[src/rtl/fu_complete_arb_pkg.sv]
// Shared types for the completion/CDB stage and the reservation station that
// consumes its broadcasts.
package fu_complete_arb_pkg;

   localparam int NUM_FU   = 5;
   localparam int PR_W     = 6;
   localparam int LAT_W    = 3;
   localparam int FU_IDX_W = $clog2(NUM_FU);

   typedef enum logic [2:0] {
      FU_ALU0,
      FU_ALU1,
      FU_MUL,
      FU_LSU,
      FU_BR
   } FU_t;

   // Slot i of the completion stage serves FU_LIST[i]
   localparam FU_t FU_LIST [NUM_FU] = '{FU_ALU0, FU_ALU1, FU_MUL, FU_LSU, FU_BR};

   typedef enum logic [1:0] {
      SLOT_IDLE,
      SLOT_EXEC,
      SLOT_DONE
   } SLOT_STATE_t;

   typedef struct packed {
      logic            complete_en;
      logic [PR_W-1:0] CDB_T;
   } CDB_PACKET;

   // A programmed latency of 0 behaves as a single-cycle unit
   function automatic logic [LAT_W-1:0] eff_lat(input logic [LAT_W-1:0] lat);
      return (lat == '0) ? LAT_W'(1) : lat;
   endfunction

endpackage

[src/rtl/fu_complete_arb_slot.sv]
// One FU execution slot: holds the destination tag while the FU's latency
// elapses, then requests the CDB until granted.
//
//  state     | meaning
//  ----------+---------------------------------------------------------
//  SLOT_IDLE | empty, can accept an issue
//  SLOT_EXEC | tag latched, cnt counts remaining cycles down to 0
//  SLOT_DONE | result ready, requesting the CDB until granted
module fu_slot
   import fu_complete_arb_pkg::*;
(
   input  logic              clock,
   input  logic              reset,
   input  logic              flush,
   input  logic              issue,
   input  logic [PR_W-1:0]   issue_T,
   input  logic [LAT_W-1:0]  lat,
   input  logic              grant,
   output SLOT_STATE_t       state,
   output logic [PR_W-1:0]   T
);

   logic [LAT_W-1:0] cnt;
   logic [LAT_W-1:0] lat_eff;

   assign lat_eff = eff_lat(lat);

   // Slot FSM. Every issue passes through EXEC (a 1-cycle op loads cnt=0), so
   // the slot becomes DONE exactly L edges after the issue edge for any L.
   // An issue on the grant edge reloads the slot in place of returning to IDLE.
   always_ff @(posedge clock or negedge reset) begin
      if (!reset) begin
         state <= SLOT_IDLE;
         cnt   <= '0;
         T     <= '0;
      end else if (flush) begin
         state <= SLOT_IDLE;
         cnt   <= '0;
      end else if (issue) begin
         state <= SLOT_EXEC;
         cnt   <= lat_eff - LAT_W'(1);
         T     <= issue_T;
      end else begin
         case (state)
            SLOT_EXEC: begin
               if (cnt == '0) state <= SLOT_DONE;
               else           cnt   <= cnt - LAT_W'(1);
            end
            SLOT_DONE: begin
               if (grant) state <= SLOT_IDLE;
            end
            default: ;
         endcase
      end
   end

endmodule

[src/rtl/fu_complete_arb.sv]
// Completion stage behind the reservation station: per-FU latency slots plus
// a round-robin arbiter that drives one registered CDB broadcast per cycle.
module fu_complete_arb
   import fu_complete_arb_pkg::*;
(
   input  logic                     clock,
   input  logic                     reset,
   input  logic                     flush,
   input  logic [NUM_FU-1:0]        issue_valid,
   input  logic [NUM_FU*PR_W-1:0]   issue_T,
   input  logic [NUM_FU*LAT_W-1:0]  fu_lat,
   output logic [NUM_FU-1:0]        fu_ready,
   output logic                     complete_en,
   output logic [PR_W-1:0]          CDB_T,
   output logic [FU_IDX_W-1:0]      cdb_fu
);

   SLOT_STATE_t         slot_state [NUM_FU];
   logic [PR_W-1:0]     slot_T     [NUM_FU];
   logic [NUM_FU-1:0]   req;
   logic [NUM_FU-1:0]   grant;
   logic [NUM_FU-1:0]   issue_acc;
   logic                gnt_any;
   logic [FU_IDX_W-1:0] gnt_idx;
   logic [FU_IDX_W-1:0] rr_ptr;
   CDB_PACKET           cdb_q;
   logic [FU_IDX_W-1:0] cdb_fu_q;

   for (genvar i = 0; i < NUM_FU; i++) begin : g_slot
      fu_slot u_slot (
         .clock   (clock),
         .reset   (reset),
         .flush   (flush),
         .issue   (issue_acc[i]),
         .issue_T (issue_T[i*PR_W +: PR_W]),
         .lat     (fu_lat[i*LAT_W +: LAT_W]),
         .grant   (grant[i]),
         .state   (slot_state[i]),
         .T       (slot_T[i])
      );

      assign req[i]       = (slot_state[i] == SLOT_DONE);
      // A DONE slot being granted this cycle frees up on the same edge
      assign fu_ready[i]  = !flush && ((slot_state[i] == SLOT_IDLE) || (req[i] && grant[i]));
      assign issue_acc[i] = issue_valid[i] && fu_ready[i];
   end

   // Round-robin pick: first requesting slot at or after rr_ptr, wrapping
   always_comb begin
      int idx;
      idx     = 0;
      grant   = '0;
      gnt_any = 1'b0;
      gnt_idx = '0;
      for (int off = 0; off < NUM_FU; off++) begin
         idx = (int'(rr_ptr) + off) % NUM_FU;
         if (!gnt_any && req[idx]) begin
            gnt_any    = 1'b1;
            gnt_idx    = FU_IDX_W'(idx);
            grant[idx] = 1'b1;
         end
      end
   end

   // CDB registers and pointer update; flush discards this cycle's grant
   always_ff @(posedge clock or negedge reset) begin
      if (!reset) begin
         rr_ptr   <= '0;
         cdb_q    <= '0;
         cdb_fu_q <= '0;
      end else if (flush) begin
         cdb_q.complete_en <= 1'b0;
      end else if (gnt_any) begin
         cdb_q    <= '{complete_en: 1'b1, CDB_T: slot_T[gnt_idx]};
         cdb_fu_q <= gnt_idx;
         rr_ptr   <= (gnt_idx == FU_IDX_W'(NUM_FU-1)) ? '0 : gnt_idx + FU_IDX_W'(1);
      end else begin
         cdb_q.complete_en <= 1'b0;
      end
   end

   assign complete_en = cdb_q.complete_en;
   assign CDB_T       = cdb_q.CDB_T;
   assign cdb_fu      = cdb_fu_q;

endmodule

[config.mk]
export PLATFORM = sky130hd
export DESIGN_NAME = fu_complete_arb
export DESIGN_NICKNAME = d
export VERILOG_FILES = /design/src/rtl/fu_complete_arb_pkg.sv /design/src/rtl/fu_complete_arb_slot.sv /design/src/rtl/fu_complete_arb.sv
export SDC_FILE = /design/constraint.sdc
export NUM_CORES = 1
export LEC_CHECK = 0
export ABC_AREA = 0
export BUFFER_PORTS_ARGS = -buffer_cell sky130_fd_sc_hd__buf_2
export CORE_MARGIN = 1.5
export CORE_UTILIZATION = 60
export CTS_CLUSTER_SIZE = 12
export DETAILED_ROUTE_END_ITERATION = 10
export PLACE_DENSITY = 0.81
export SYNTH_ARGS = -nofsm -noshare
export SYNTH_HDL_FRONTEND = slang
export SYNTH_SLANG_ARGS = --single-unit
[constraint.sdc]
create_clock -name clock -period 17.1 [get_ports clock]
set_clock_uncertainty 0.15 [all_clocks]
set_input_delay 3.42 -clock clock [delete_from_list [all_inputs] [get_ports clock]]
set_output_delay 3.42 -clock clock [all_outputs]
set_load 0.1 [all_outputs]
==> results of run 1 <==
-- cells in the mapped netlist, drive strengths merged (8+ instances only) --
master,count
nor2,60
a21oi,35
ha,34
nor2b,17
mux2i,35
mux2,33
o21ai,31
dfrtp,68
nor3,33
clkbuf,16
buf,15
nand2,41
nand2b,16
o211ai,9
inv,27
xnor2,8
o21a,9
nor4,10
a31oi,10
nand3,13
a211oi,13
-- layout make-up --
type                       instances  share of cell area (%)
clock inverter                     5                    1.59
sequential                        68                    25.1
multi-input combinational        554                    61.7
clock buffer                      11                    2.23
inverter                          28                    1.55
tap                              133                    2.45
timing repair buffer              71                    5.39
-- kinds of logic (layout without fill, tap and decap cells) --
| kind of cell | Yosys count | after routing | share of synthesized area (%) |
|---|---|---|---|
| and+or+nand+nor | 239 | 239 | 20.7 |
| AOI/OAI and AO/OA | 196 | 196 | 25.2 |
| muxes | 68 | 68 | 12.4 |
| DFF | 68 | 68 | 27.7 |
| buffers and inverters | 59 | 115 | 4.28 |
| adders and majority gates | 35 | 35 | 7.09 |
| xor gates and xnor gates | 16 | 16 | 2.63 |
-- worst max path at each step --
stage | startpoint | endpoint | slack (ps)
2_1_floorplan | rr_ptr[0] | fu_ready[0] | 6010
3_3_place_gp | rr_ptr[1] | fu_ready[4] | 7190
3_5_place_dp | rr_ptr[1] | fu_ready[4] | 7010
4_1_cts | rr_ptr[1] | fu_ready[4] | 6580
5_1_grt | rr_ptr[1] | fu_ready[4] | 5960
6_report | rr_ptr[1] | fu_ready[4] | 6550
-- routing by layer --
metal	share of wire, %	up-vias
li1	-	2679
met1	45	2747
met2	47	215
met3	6.8	26
met4	1.7	0
met5	0	-
-- registers in the layout, indices dropped and copies added (netlist names) --
register             flops
g_slot.u_slot.T         30
g_slot.u_slot.cnt       15
g_slot.u_slot.state     10
CDB_T                    6
cdb_fu                   3
rr_ptr                   3
complete_en              1
-- through the flow --
stage / instances / worst slack, ps / hold WS (ps)
3_3_place_gp: 854 / 7190 / 309
2_1_floorplan: 681 / 6010 / 314
5_1_grt: 870 / 5960 / 358
6_report: 870 / 6550 / 333
3_5_place_dp: 854 / 7010 / 323
4_1_cts: 870 / 6580 / 341
-- critical path: stages, from the launching register on --
cell and delay (ps):
dfrtp_1 720, clkinv_1 540, ha_1 750, inv_1 260
ha_1 280, nor3_1 360, nor2_1 150, xnor2_1 390
ha_1 290, nand2b_1 120, a22oi_4 290, mux2_1 390
a211o_1 270, nand3_1 470, mux2_2 420, o21ai_0 300
o21a_1 170, buf_2 420
==> summary.txt, run 1 <==
Routing
  • DR pass1 iterations: 5
  • Initial DRC count: slightly below 500
  • Vias per std cell: about 6.5
  • Wire per inst: ~19 µm
  • Post-route DRC violation count: 0
  • Vias: ~5.7k
  • Post-Route WL: 16,900 µm
  • Post-DRT Antenna Nets: 0

Clock network
  • Total CTS buffers: 9
  • Clock Tree Buf Depth: 2
  • CTS tree: built
  • Post-CTS Setup Inserts: 0
  • Hold buffers post-CTS: 0
  • Latest clock arrival within the worst-skew pair: 370 ps
  • H-tree Lvls: 3
  • Gates resized, CTS repair: 0
  • CTS root buf: clkbuf_8
  • CTS clk-pin slew, worst paths: 90 ps
  • CTS Sinks: about 70

Synthesis
  • Synth cell types: 94
  • Post-synthesis register bit count: 68
  • EDFF count, synth: 0
  • Synthesized area per cell: 9.02 µm²
  • Main area contributors after synthesis: dfrtp_1 28%, ha_1 6.9%, mux2i_1 5.5%, nor2_1 3.7%, mux2_2 2.9%
  • Synth Instances: just under 700
  • Sequential-to-total area share from yosys stat: about 28%
  • Most area-hungry cell type in the Yosys netlist: dfrtp_1
  • Mapped Area: 0.00614 mm²
  • Async set-or-reset flop fraction in the synthesized netlist: 100%
  • Yosys warns: 0
  • Synth top area share: 27.7%
  • Syn_nets: around 770
  • Top_reg_cell synth: dfrtp_1

Floorplan
  • Initial Util: 62.3%
  • IO Pins: about 70
  • Core Area: 0.00986 mm²
  • Row count: 36
  • Die Wd: 104 µm
  • Die ar.: 0.0109 mm²
  • Die Y: 104 µm

Placed design
  • Number of port buffers: 67
  • Final HPWL DP: 12,500 µm
  • GP Congestion: 0.964
  • Dpl cell area: 0.00652 mm²

GRT
  • Largest net degree at the start of global routing: about 70
  • Vias in the first global route: between 5k and 6k
  • Global Route Usage Sum: 32.3%
  • Routing usage on met2: 52.1%
  • Grt peak-use layer: met2
  • Met1 Usage GRT: 44.6%
  • Met3 Use GR: 5.45%
  • Final global-route overflow total: 0
  • Antenna violations before repair: 0
  • First-pass GRT wire length: 28,400 µm

STA
  • Final setup viols: 0
  • Fin crit period: 10,550 ps
  • Slew headroom: 23.4%
  • Achievable frequency: 94.8 MHz
  • Final Max Tran Viols: 0
  • Setup TNS Final: 0 ps
  • Tcrit/Tclk final: 61.7%
  • RSZ-0062 raised after global routing: no
  • Least-Margin Pin Slew: 1150 ps
  • Fin. Hold Viols: 0

Finish
  • Final Util: between 60 and 70%
  • Final nets: 819
  • Finished Cell Area: just under 0.007 mm²
  • Fraction of layout cells with a size suffix above 1: 20.8%
  • Multi-input gate area: 0.00419 mm²
  • Area grow syn2layout: 10.4%
  • FF/Latch Area: around 0.0017 mm²
  • Diodes inserted: 0
  • Most frequent cells in the layout: 68 x dfrtp_1, 67 x buf_2, 60 x nor2_1
  • Filler cell count: approximately 800
  • Commonest non-fill, non-tap cell in the layout: dfrtp_1

Setup path
  • Worst Path Arrival: 6980 ps
  • CP required: about 14,000 ps
  • WS Path Type: reg2out
  • Setup crit end kind: output pin
  • Maximum fanout along the worst path: 17
  • R2R Setup Slk: between 9000 and 10,000 ps
  • Reg2reg path depth: 20
  • FF-to-FF End: g_slot[1].u_slot.cnt[2]
  • Critical R2R Launch: rr_ptr[1]
  • Critical Path Start Type: flip-flop

Worst hold path
  • Worst Hold Path EP: cdb_fu[0]
  • Worst Min Path Start: cdb_fu[0]
  • WHS Path Cells: 2
  • Hold Crit Class: reg2reg

Job
  • Max-cap violations: 0

Run status
  • Status: finished, final reports clean
Power of run 1 is left out: the tool's default activity adds up to more than one toggle a clock period on the data nets, which glitch-free logic cannot reach.
==> run 2, diff against run 1 <==
--- a/config.mk
+++ b/config.mk
@@ -5,13 +5,13 @@
 export SDC_FILE = /design/constraint.sdc
 export NUM_CORES = 1
 export LEC_CHECK = 0
-export ABC_AREA = 0
+export ABC_AREA = 1
 export BUFFER_PORTS_ARGS = -buffer_cell sky130_fd_sc_hd__buf_2
 export CORE_MARGIN = 1.5
-export CORE_UTILIZATION = 60
+export CORE_UTILIZATION = 54
 export CTS_CLUSTER_SIZE = 12
 export DETAILED_ROUTE_END_ITERATION = 10
-export PLACE_DENSITY = 0.81
+export PLACE_DENSITY = 0.78
 export SYNTH_ARGS = -nofsm -noshare
 export SYNTH_HDL_FRONTEND = slang
 export SYNTH_SLANG_ARGS = --single-unit
==> constraint.sdc (replaced) <==
create_clock -name clock -period 8.6 [get_ports clock]
set_clock_uncertainty 0.15 [all_clocks]
set_input_delay 1.72 -clock clock [delete_from_list [all_inputs] [get_ports clock]]
set_output_delay 1.72 -clock clock [all_outputs]
set_load 0.1 [all_outputs]
==> summary.txt, run 2 <==
STA
  • Achievable frequency: between 100 and 150 MHz
  • Final WS setup: 1370 ps (-5180 ps)
  • Slew headroom: 44.4% (+21 points)
  • Setup TNS Final: 0 ps (unchanged)
  • Fin crit period: 7230 ps
  • Final Max Tran Viols: 0 (unchanged)
  • Tcrit/Tclk final: 84.1%
  • Fin. Hold Viols: 0 (unchanged)
  • Least-Margin Pin Slew: 834 ps (-312 ps)
  • Final setup viols: 0 (unchanged)
  • RSZ-0062 raised after global routing: no
  • Hold Worst Slack: 346 ps (+13.5 ps)

Synthesis
  • Most area-hungry cell type in the Yosys netlist: dfrtp_1
  • Sequential-to-total area share from yosys stat: 29.1% (+1.4 points)
  • Synth Instances: 829 (+22%)
  • Synth cell types: 56 (-40%)
  • Syn_nets: 916 (+19%)
  • Top_reg_cell synth: dfrtp_1
  • Commonest cells post-synth: 175 x nand2_1, 119 x inv_1, 89 x nor2_1, 68 x dfrtp_1, 57 x nand3_1
  • Main area contributors after synthesis: dfrtp_1 29%, nand2_1 11%, inv_1 7.6%, ha_1 7.3%, nor2_1 5.7%
  • Post-synthesis register bit count: 68 (unchanged)
  • EDFF count, synth: 0 (unchanged)
  • Synth top area share: 29.1% (+1.4 points)
  • Synthesized area per cell: 7.06 µm² (-22%)
  • Yosys warns: 0 (unchanged)
  • Mapped Area: 0.00585 mm² (-4.7%)
  • Most frequent cell after synthesis: nand2_1
  • Async set-or-reset flop fraction in the synthesized netlist: 100% (unchanged)

Routing
  • Post-route DRC violation count: 0 (unchanged)
  • Wire per inst: 13.2 µm (-32%)
  • DR pass1 iterations: 4 (-1)
  • Post-DRT Antenna Nets: 0 (unchanged)
  • Post-Route WL: 13,500 µm (-20%)
  • Vias per std cell: 5.36 (-18%)
  • Initial DRC count: 412 (-14%)
  • Vias: 5,516 (-2.7%)

Setup path
  • WS Path Type: reg2out
  • Maximum fanout along the worst path: 18 (+1)
  • Setup crit end kind: output pin
  • Slowest cell on crit path: dfrtp_1
  • Worst path max stage delay: 850 ps (+100 ps)
  • CP required: 6730 ps (-6800 ps)
  • Critical Path Start Type: flip-flop
  • Worst Path Arrival: 5360 ps (-1620 ps)

GRT
  • Final global-route overflow total: 0 (unchanged)
  • Largest net degree at the start of global routing: 69 (unchanged)
  • Vias in the first global route: 5,087 (-8.8%)
  • First-pass GRT wire length: 23,200 µm (-18%)
  • Antenna violations before repair: 0 (unchanged)
  • Global Route Usage Sum: 24.9% (-7.4 points)

Finish
  • Diodes inserted: 0 (unchanged)
  • Commonest non-fill, non-tap cell in the layout: nand2_1
  • Finished Cell Area: 0.00643 mm² (-5.2%)
  • Most frequent cells in the layout: 175 x nand2_1, 119 x inv_1, 89 x nor2_1
  • Area grow syn2layout: 9.92%
  • Max reg flops: 30 (unchanged)
  • Fraction of layout cells with a size suffix above 1: 19.5% (-1.3 points)
  • Filler cell count: 958 (+20%)
  • FF/Latch Area: 0.00170 mm² (unchanged)
  • Final nets: 975 (+19%)
  • Biggest regs: g_slot.u_slot.T: 30 flops, g_slot.u_slot.cnt: 15 flops, g_slot.u_slot.state: 10 flops
  • Top reg by flops: g_slot.u_slot.T
  • Multi-input gate area: 0.00350 mm² (-16%)

Floorplan
  • Core Area: 0.0104 mm² (+5.6%)
  • IO Pins: 68 (unchanged)
  • Die Wd: 107 µm (+2.8%)
  • Initial Util: 56.2% (-6.1 points)
  • Die Y: 107 µm (+2.8%)
  • Row count: 37 (+2.8%)
  • Die ar.: 0.0115 mm² (+5.7%)

Clock network
  • CTS clk-pin slew, worst paths: 70 ps (-20 ps)
  • CTS Sinks: 68 (unchanged)
  • Hold buffers post-CTS: 0 (unchanged)
  • H-tree Lvls: 3 (unchanged)
  • Latest clock arrival within the worst-skew pair: 350 ps (-20 ps)
  • Gates resized, CTS repair: 0 (unchanged)
  • Clock Tree Buf Depth: 2 (unchanged)
  • CTS tree: built
  • Post-CTS Setup Inserts: 0 (unchanged)
  • Total CTS buffers: 9 (unchanged)
  • CTS root buf: clkbuf_8

Placed design
  • Pre-CTS WS: 1790 ps (-5220 ps)
  • Number of port buffers: 67 (unchanged)
  • GP Congestion: 0.909 (-5.7%)
  • Dpl cell area: 0.00623 mm² (-4.5%)
  • Final HPWL DP: 10,400 µm (-17%)

Worst hold path
  • Hold Crit Class: reg2reg

Job
  • Max-cap violations: 0 (unchanged)

Run status
  • Status: finished, final reports clean
==> run 2: logic make-up (layout without fill, tap and decap cells) <==
group / count (synthesis) / after routing / synth area share [%]
AOI/OAI and AO/OA: 130 / 130 / 13.7
xor gates and xnor gates: 6 / 6 / 1.35
adders and majority gates: 34 / 34 / 7.27
buffers and inverters: 156 / 220 / 11.1
DFF: 68 / 68 / 29.1
muxes: 7 / 7 / 1.65
and+or+nand+nor: 428 / 428 / 35.9
==> run 2: final cells by class <==
| type | instances | area share (%) |
|---|---|---|
| Multi-Input combinational cell | 605 | 54.4 |
| Sequential cell | 68 | 26.5 |
| Inverter | 136 | 7.99 |
| Timing Repair Buffer | 68 | 5.33 |
| Tap cell | 136 | 2.65 |
| Clock buffer | 10 | 2.14 |
| Clock inverter | 6 | 0.992 |
==> run 2: per-stage QoR <==
stage,cells,util (%)
2_1_floorplan,829,-
3_3_place_gp,1013,59.8
6_report,1029,61.8
3_5_place_dp,1013,59.8
4_1_cts,1029,61.8
5_1_grt,1029,61.8
==> run 2: worst paths after layout <==
path                           start                      end  slack [ps]  cells past startpoint
min reg2reg                cdb_fu[2]                cdb_fu[2]         350                      2
max reg2reg                rr_ptr[0]  g_slot[2].u_slot.cnt[1]        2630                     30
max in group asynchronous      reset  g_slot[2].u_slot.cnt[1]        6350                      2
max                        rr_ptr[0]              fu_ready[4]        1370                     26
min in group asynchronous      reset              complete_en        1390                      2
min                        cdb_fu[2]                cdb_fu[2]         350                      2
==> run 2: worst max-delay path: cells and delay by family, from the launching register on <==
kind,cells,cell delay (ps)
XOR/XNOR,1,320
flip-flops,1,850
adder cells (fa/ha/maj),4,860
AND/OR/NAND/NOR,12,1500
buffers and inverters,7,1080
AO/OA/AOI/OAI,2,420
==> run 2: routing by layer <==
metal / up-vias / part of all wire, % / track usage [%]
met5: - / 0 / 0
met4: 0 / 1.5 / 6.00
met1: 2543 / 49 / 36.0
met3: 18 / 3.9 / 3.47
met2: 127 / 45 / 39.2
li1: 2828 / - / -
Power of run 2 is left out for the same reason.
